<file path="src/rtl/seq_pkg.sv">
// Shared types and helpers for the program sequencer: FSM state encoding,
// the default start-address table and target sign extension.
package seq_pkg;

  typedef enum logic [1:0] {
    IDLE = 2'd0,
    RUN  = 2'd1,
    DONE = 2'd2
  } seq_state_t;

  // Program 0 sits in the low 16 bits.
  localparam logic [47:0] START_ADDRS_DEF = {16'd256, 16'd128, 16'd0};

  // Sign-extend the low tw bits of tgt to 32 bits; callers truncate to their PC width.
  function automatic logic [31:0] sext_tgt(input logic [31:0] tgt, input int tw);
    return 32'($signed(tgt << (32 - tw)) >>> (32 - tw));
  endfunction

endpackage

</file>
<file path="src/rtl/pc_next_calc.sv">
// Combinational next-PC selection for an unstalled, non-terminating RUN cycle:
// absolute jump, taken relative branch, or sequential increment.
module pc_next_calc
  import seq_pkg::*;
#(
  parameter int A  = 16,
  parameter int TW = 8
) (
  input  logic [A-1:0]  i_pc,
  input  logic [TW-1:0] i_target,
  input  logic          i_branch_abs,
  input  logic          i_branch_rel,
  input  logic          i_alu_zero,
  output logic [A-1:0]  o_pc_next
);

  logic [A-1:0] w_rel_off;

  assign w_rel_off = A'(sext_tgt(32'(i_target), TW));

  // Additions wrap modulo 2^A by construction of the A-bit result.
  always_comb begin
    o_pc_next = i_pc + A'(1);
    if (i_branch_abs) begin
      o_pc_next = A'(i_target);
    end else if (i_branch_rel && i_alu_zero) begin
      o_pc_next = i_pc + w_rel_off;
    end
  end

endmodule

</file>
<file path="src/rtl/prog_sequencer.sv">
// Program sequencer: PC, multi-program start table, run-cycle counter with
// optional timeout, and a four-phase req/ack handshake towards the bench.
module prog_sequencer
  import seq_pkg::*;
#(
  parameter int                 A           = 16,
  parameter int                 TW          = 8,
  parameter int                 NPROG       = 3,
  parameter logic [NPROG*A-1:0] START_ADDRS = START_ADDRS_DEF,
  parameter logic [A-1:0]       HALT_ADDR   = 16'hFFFF,
  parameter int                 CW          = 16,
  parameter int unsigned        TIMEOUT     = 0,
  localparam int                PW          = (NPROG > 1) ? $clog2(NPROG) : 1
) (
  input  logic          clk,
  input  logic          reset,
  input  logic          req,
  output logic          ack,
  input  logic          branch_rel,
  input  logic          alu_zero,
  input  logic          branch_abs,
  input  logic [TW-1:0] target,
  input  logic          halt_insn,
  input  logic          stall,
  output logic [A-1:0]  pc,
  output logic          running,
  output logic [PW-1:0] prog_idx,
  output logic [CW-1:0] cycle_ct,
  output logic          timed_out,
  output logic [1:0]    dbg_state
);

  localparam logic [CW-1:0] TO_LAST  = CW'(TIMEOUT - 1);
  localparam logic [PW-1:0] LAST_IDX = PW'(NPROG - 1);

  seq_state_t    r_state, w_state_nxt;
  logic [A-1:0]  r_pc, w_pc_nxt, w_pc_calc, w_start_pc;
  logic          r_ack, r_running, r_timed_out, w_to_nxt;
  logic [PW-1:0] r_prog_idx, w_idx_nxt;
  logic [CW-1:0] r_cycle_ct, w_ct_nxt;
  logic          w_halt_hit, w_to_hit;

  pc_next_calc #(.A(A), .TW(TW)) u_pc_next (
    .i_pc         (r_pc),
    .i_target     (target),
    .i_branch_abs (branch_abs),
    .i_branch_rel (branch_rel),
    .i_alu_zero   (alu_zero),
    .o_pc_next    (w_pc_calc)
  );

  always_comb begin
    w_start_pc = '0;
    for (int p = 0; p < NPROG; p++) begin
      if (r_prog_idx == PW'(p)) w_start_pc = START_ADDRS[p*A +: A];
    end
  end

  assign w_halt_hit = halt_insn || (r_pc == HALT_ADDR);
  assign w_to_hit   = (TIMEOUT != 0) && (r_cycle_ct == TO_LAST);

  always_comb begin
    w_state_nxt = r_state;
    w_pc_nxt    = r_pc;
    w_idx_nxt   = r_prog_idx;
    w_ct_nxt    = r_cycle_ct;
    w_to_nxt    = r_timed_out;
    case (r_state)
      IDLE: begin
        if (req) begin
          w_state_nxt = RUN;
          w_pc_nxt    = w_start_pc;
          w_ct_nxt    = '0;
          w_to_nxt    = 1'b0;
        end
      end
      RUN: begin
        w_ct_nxt = (&r_cycle_ct) ? r_cycle_ct : r_cycle_ct + CW'(1);
        // A stalled cycle carries no valid instruction, so it cannot terminate or branch.
        if (!stall) begin
          if (w_halt_hit || w_to_hit) begin
            w_state_nxt = DONE;
            w_to_nxt    = w_to_hit && !w_halt_hit;
          end else begin
            w_pc_nxt = w_pc_calc;
          end
        end
      end
      DONE: begin
        if (!req) begin
          w_state_nxt = IDLE;
          w_idx_nxt   = (r_prog_idx == LAST_IDX) ? '0 : r_prog_idx + PW'(1);
        end
      end
      default: w_state_nxt = IDLE;
    endcase
  end

  always_ff @(posedge clk) begin
    if (reset) begin
      r_state     <= IDLE;
      r_pc        <= '0;
      r_ack       <= 1'b0;
      r_running   <= 1'b0;
      r_prog_idx  <= '0;
      r_cycle_ct  <= '0;
      r_timed_out <= 1'b0;
    end else begin
      r_state     <= w_state_nxt;
      r_pc        <= w_pc_nxt;
      r_ack       <= (w_state_nxt == DONE);
      r_running   <= (w_state_nxt == RUN);
      r_prog_idx  <= w_idx_nxt;
      r_cycle_ct  <= w_ct_nxt;
      r_timed_out <= w_to_nxt;
    end
  end

  assign pc        = r_pc;
  assign ack       = r_ack;
  assign running   = r_running;
  assign prog_idx  = r_prog_idx;
  assign cycle_ct  = r_cycle_ct;
  assign timed_out = r_timed_out;
  assign dbg_state = r_state;

endmodule

</file>
<file path="config.mk">
export PLATFORM = sky130hd
export DESIGN_NAME = prog_sequencer
export DESIGN_NICKNAME = d
export VERILOG_FILES = /design/src/rtl/seq_pkg.sv /design/src/rtl/pc_next_calc.sv /design/src/rtl/prog_sequencer.sv
export SDC_FILE = /design/constraint.sdc
export NUM_CORES = 1
export LEC_CHECK = 0
export CAP_MARGIN = 20
export CELL_PAD_IN_SITES_DETAIL_PLACEMENT = 2
export CELL_PAD_IN_SITES_GLOBAL_PLACEMENT = 2
export CORE_MARGIN = 2
export CORE_UTILIZATION = 32
export CTS_BUF_LIST = sky130_fd_sc_hd__clkbuf_8
export CTS_CLUSTER_DIAMETER = 50
export DETAILED_ROUTE_END_ITERATION = 6
export PLACE_DENSITY_LB_ADDON = 0.1
export SYNTH_ARGS = -nofsm -noshare
export SYNTH_HDL_FRONTEND = slang
export SYNTH_HIERARCHICAL = 1
export SYNTH_SLANG_ARGS = --single-unit
</file>
<file path="constraint.sdc">
create_clock -name clk -period 3.1 [get_ports clk]
set_clock_uncertainty 0.1 [all_clocks]
set_input_delay 0.62 -clock clk [delete_from_list [all_inputs] [get_ports clk]]
set_output_delay 0.62 -clock clk [all_outputs]
set_load 0.02 [all_outputs]
</file>
==> results.toml <==
[route]
wire_per_inst_um = 19.86
dr.first_iter.drc_count = 101
drt_wl_total_um = 10740
post-route-drc-count = 0
met2_length_um = 5591
route.met3.wl_um = 188
detail-route-antenna-nets = 0
topRoutingLayerUsed = "met4"
viasPerCell = 5.852
wl_met1_um = 4866
vias = 3166
dr.pass1.iters = 4

[pwr]
vdd_drop_max_v = 0.0001762
power.density_mw_per_mm2 = 284.0
power_leakage_nw = 1.418

[flow_run]
drv_cap = 0

[sta]
period_needed_ns = 3.018
max_freq_mhz = 331.4
rsz0062_at_grt = "no"
timing.final.crit_share_pct = 97.34
drv_slew = 0
hold_viol_final = 0
slew_headroom_pct = 52.85
setup_violations = 0
worst_pin_slew_ns = 0.7073
hold_ws_ns = 0.3999

[clocking]
h-tree-depth = 2
cts_tree = "yes"
clk_path_buf_depth = 2
cts-root-buf = "clkbuf_8"
cts_buffers = 5
clock_latency_ns = 0.29
cts_sinks = 38
ctsHoldBuffers = 0
clk_pin_slew_ns = 0.08

[synthesis]
synth.distinct_cells = 68
synthMuxAreaShare_pct = 6.695
synthesis.area_sq_mm = 0.002953
synthAdderAreaFrac_pct = 4.915
synth_async_sr_flop_share_pct = 0
synth_top_family_by_area = "simple AND/OR/NAND/NOR gates"
synth_fp_nets = 390
synth_compound_gate_area_share_pct = 24.32
synth_seq_cells = 38
synthCells = 363
ys_seq_area_share_pct = 25.76
yosys_warnings = 6
yosys.area_share.xor_xnor_pct = 1.186
ys.flop_type = "dfxtp_1"
synth_area_per_cell_sq_um = 8.135
synth_simple_gate_area_share_pct = 30.68
synth_edf_count = 0

[grt]
grt_overflow = 0
grt_start_max_net_pins = 26
antenna_found_initial = 0
grtUsageTotal_pct = 21.80
grt_pass1_wl_um = 17680
grt_pass1_vias = 3427

[cells_and_area]
area_growth_pct = 30.51
drive_above_1_share_pct = 16.98
fill_cells = 1070
final_nets = 458
diodes = 0
final_util_pct = 42.31

[floorplanning]
row_count = 35
pin_count = 55
core_area_sq_mm = 0.009109
fp.dieH_um = 100.1
dieArea_sq_mm = 0.01001
start_util_pct = 32.42
die_w_um = 100.1

[hold_path]
hold_class = "reg -> reg"

[worst_setup_path]
critPathLaunchType = "input pin"
crit_type = "in -> reg"
worst-path-max-fanout = 4
critPathCaptureType = "flop"
crit_arrival_ns = 3.08
cp.required_ns = 3.17

[place]
portBuffers = 53
place.detailed.hpwl_um = 8034
place.gp.congestion = 0.8347

[run_status]
status = "finished, final reports clean"
-- critical path, stage by stage --
cell and delay (ns):
clkdlybuf4s50_1 0.44, and3_1 0.16, ha_1 0.32, and4_2 0.27, a221o_2 0.44, mux2i_2 0.25, mux2_4 0.33, a21oi_2 0.16
a211oi_2 0.08
-- state kept, by name (all words and copies together), names as in the netlist --
signal,cells
ack,1
running,1
dbg_state,2
prog_idx,2
pc,16
cycle_ct,16
-- Yosys cell counts, drive strengths merged, types with 4 or more instances --
cell type | n | area share, %
o21ai | 12 | 2.0
inv | 8 | 1.0
nand4 | 22 | 4.7
ha | 10 | 4.2
or3 | 10 | 2.1
buf | 17 | 4.0
nor2 | 13 | 1.7
mux2 | 6 | 2.3
a21oi | 32 | 6.2
clkbuf | 10 | 1.3
nand2 | 37 | 4.7
and3 | 13 | 2.9
mux2i | 13 | 4.4
dfxtp | 38 | 26
nor3b | 5 | 1.4
and4 | 5 | 1.5
nor3 | 9 | 2.5
a211oi | 10 | 2.5
o211ai | 15 | 3.8
and2 | 4 | 0.93
nor2b | 6 | 1.3
nand3 | 16 | 2.7
-- power breakdown --
group / switching (mW) / total [mW] / internal (mW)
logic: 0.132 / 0.232 / 0.0991
clock network: 0.178 / 0.350 / 0.172
registers: 0.0164 / 0.513 / 0.496
total: 0.327 / 1.09 / 0.767
-- metal layers --
metal	GRT usage, %	vias to the layer above
met5	0	-
met4	4.004	0
met3	2.228	7
met2	40.90	38
met1	27.13	1597
li1	-	1524
-- layout make-up --
class	instances	area (sq um)	area share, %
inverters	8	30.03	0.7792
multi-input cells	290	2048	53.15
flip-flops and latches	38	760.7	19.74
well taps	111	138.9	3.604
clock buffers	6	82.58	2.143
repair buffers	88	793.3	20.58
-- cells in the final DEF, fill, tap and decap left out, types with 3 or more instances in the layout --
| cell type | n |
|---|---|
| nand4_1 | 22 |
| nand2_1 | 37 |
| a211oi_1 | 9 |
| nor3_1 | 6 |
| mux2_2 | 5 |
| o311ai_0 | 3 |
| nor3b_1 | 4 |
| a21oi_2 | 4 |
| ha_1 | 8 |
| a21oi_1 | 27 |
| o41ai_1 | 3 |
| or3_1 | 10 |
| o21ai_0 | 12 |
| o211ai_1 | 15 |
| inv_1 | 8 |
| nor2b_1 | 6 |
| and2_1 | 3 |
| nand3_1 | 16 |
| mux2i_1 | 12 |
| and3_1 | 12 |
| buf_4 | 35 |
| dfxtp_1 | 38 |
| clkbuf_8 | 6 |
| clkdlybuf4s50_1 | 50 |
| and4_1 | 4 |
| nor2_1 | 12 |
-- kinds of logic (layout without fill, tap and decap cells) --
| group | Yosys count | in the layout |
|---|---|---|
| buf+inv | 35 | 102 |
| flops | 38 | 38 |
| compound gates | 100 | 100 |
| xor+xnor | 4 | 4 |
| simple gates | 155 | 155 |
| other cells | 1 | 1 |
| mux | 19 | 19 |
| fa+ha+maj | 11 | 11 |
-- per-stage QoR --
step                instances  cell area [sq um]  power, mW  TNS (ns)  worst slack [ns]
finish                    541               3854      1.094         0           0.08236
global placement          534               3721     0.7429    -1.945           -0.3402
global route              541               3854      1.151         0           0.01202
floorplan                 363               2953     0.6499         0            0.1999
detailed placement        534               3721     0.7518    -2.868           -0.4039
CTS                       540               3829      1.109         0          0.005690
-- worst paths after layout --
path                                  start     endpoint  slack (ns)  cells after the start
worst max-delay path              target[4]        pc[8]        0.08                      9
worst min-delay path            cycle_ct[4]  cycle_ct[4]        0.40                      2
worst max register to register        pc[0]        pc[8]        0.49                      8
worst min register to register  cycle_ct[4]  cycle_ct[4]        0.40                      2
-- repair_timing --
action / in CTS / in global routing
endpoints found under the setup margin: 5 / 4
setup buffers: 0 / 1
pin swaps: 1 / 4
endpoints found under the hold margin: 0 / 0
gates resized for setup: 7 / 5
Power figures use the tool's default switching activity.
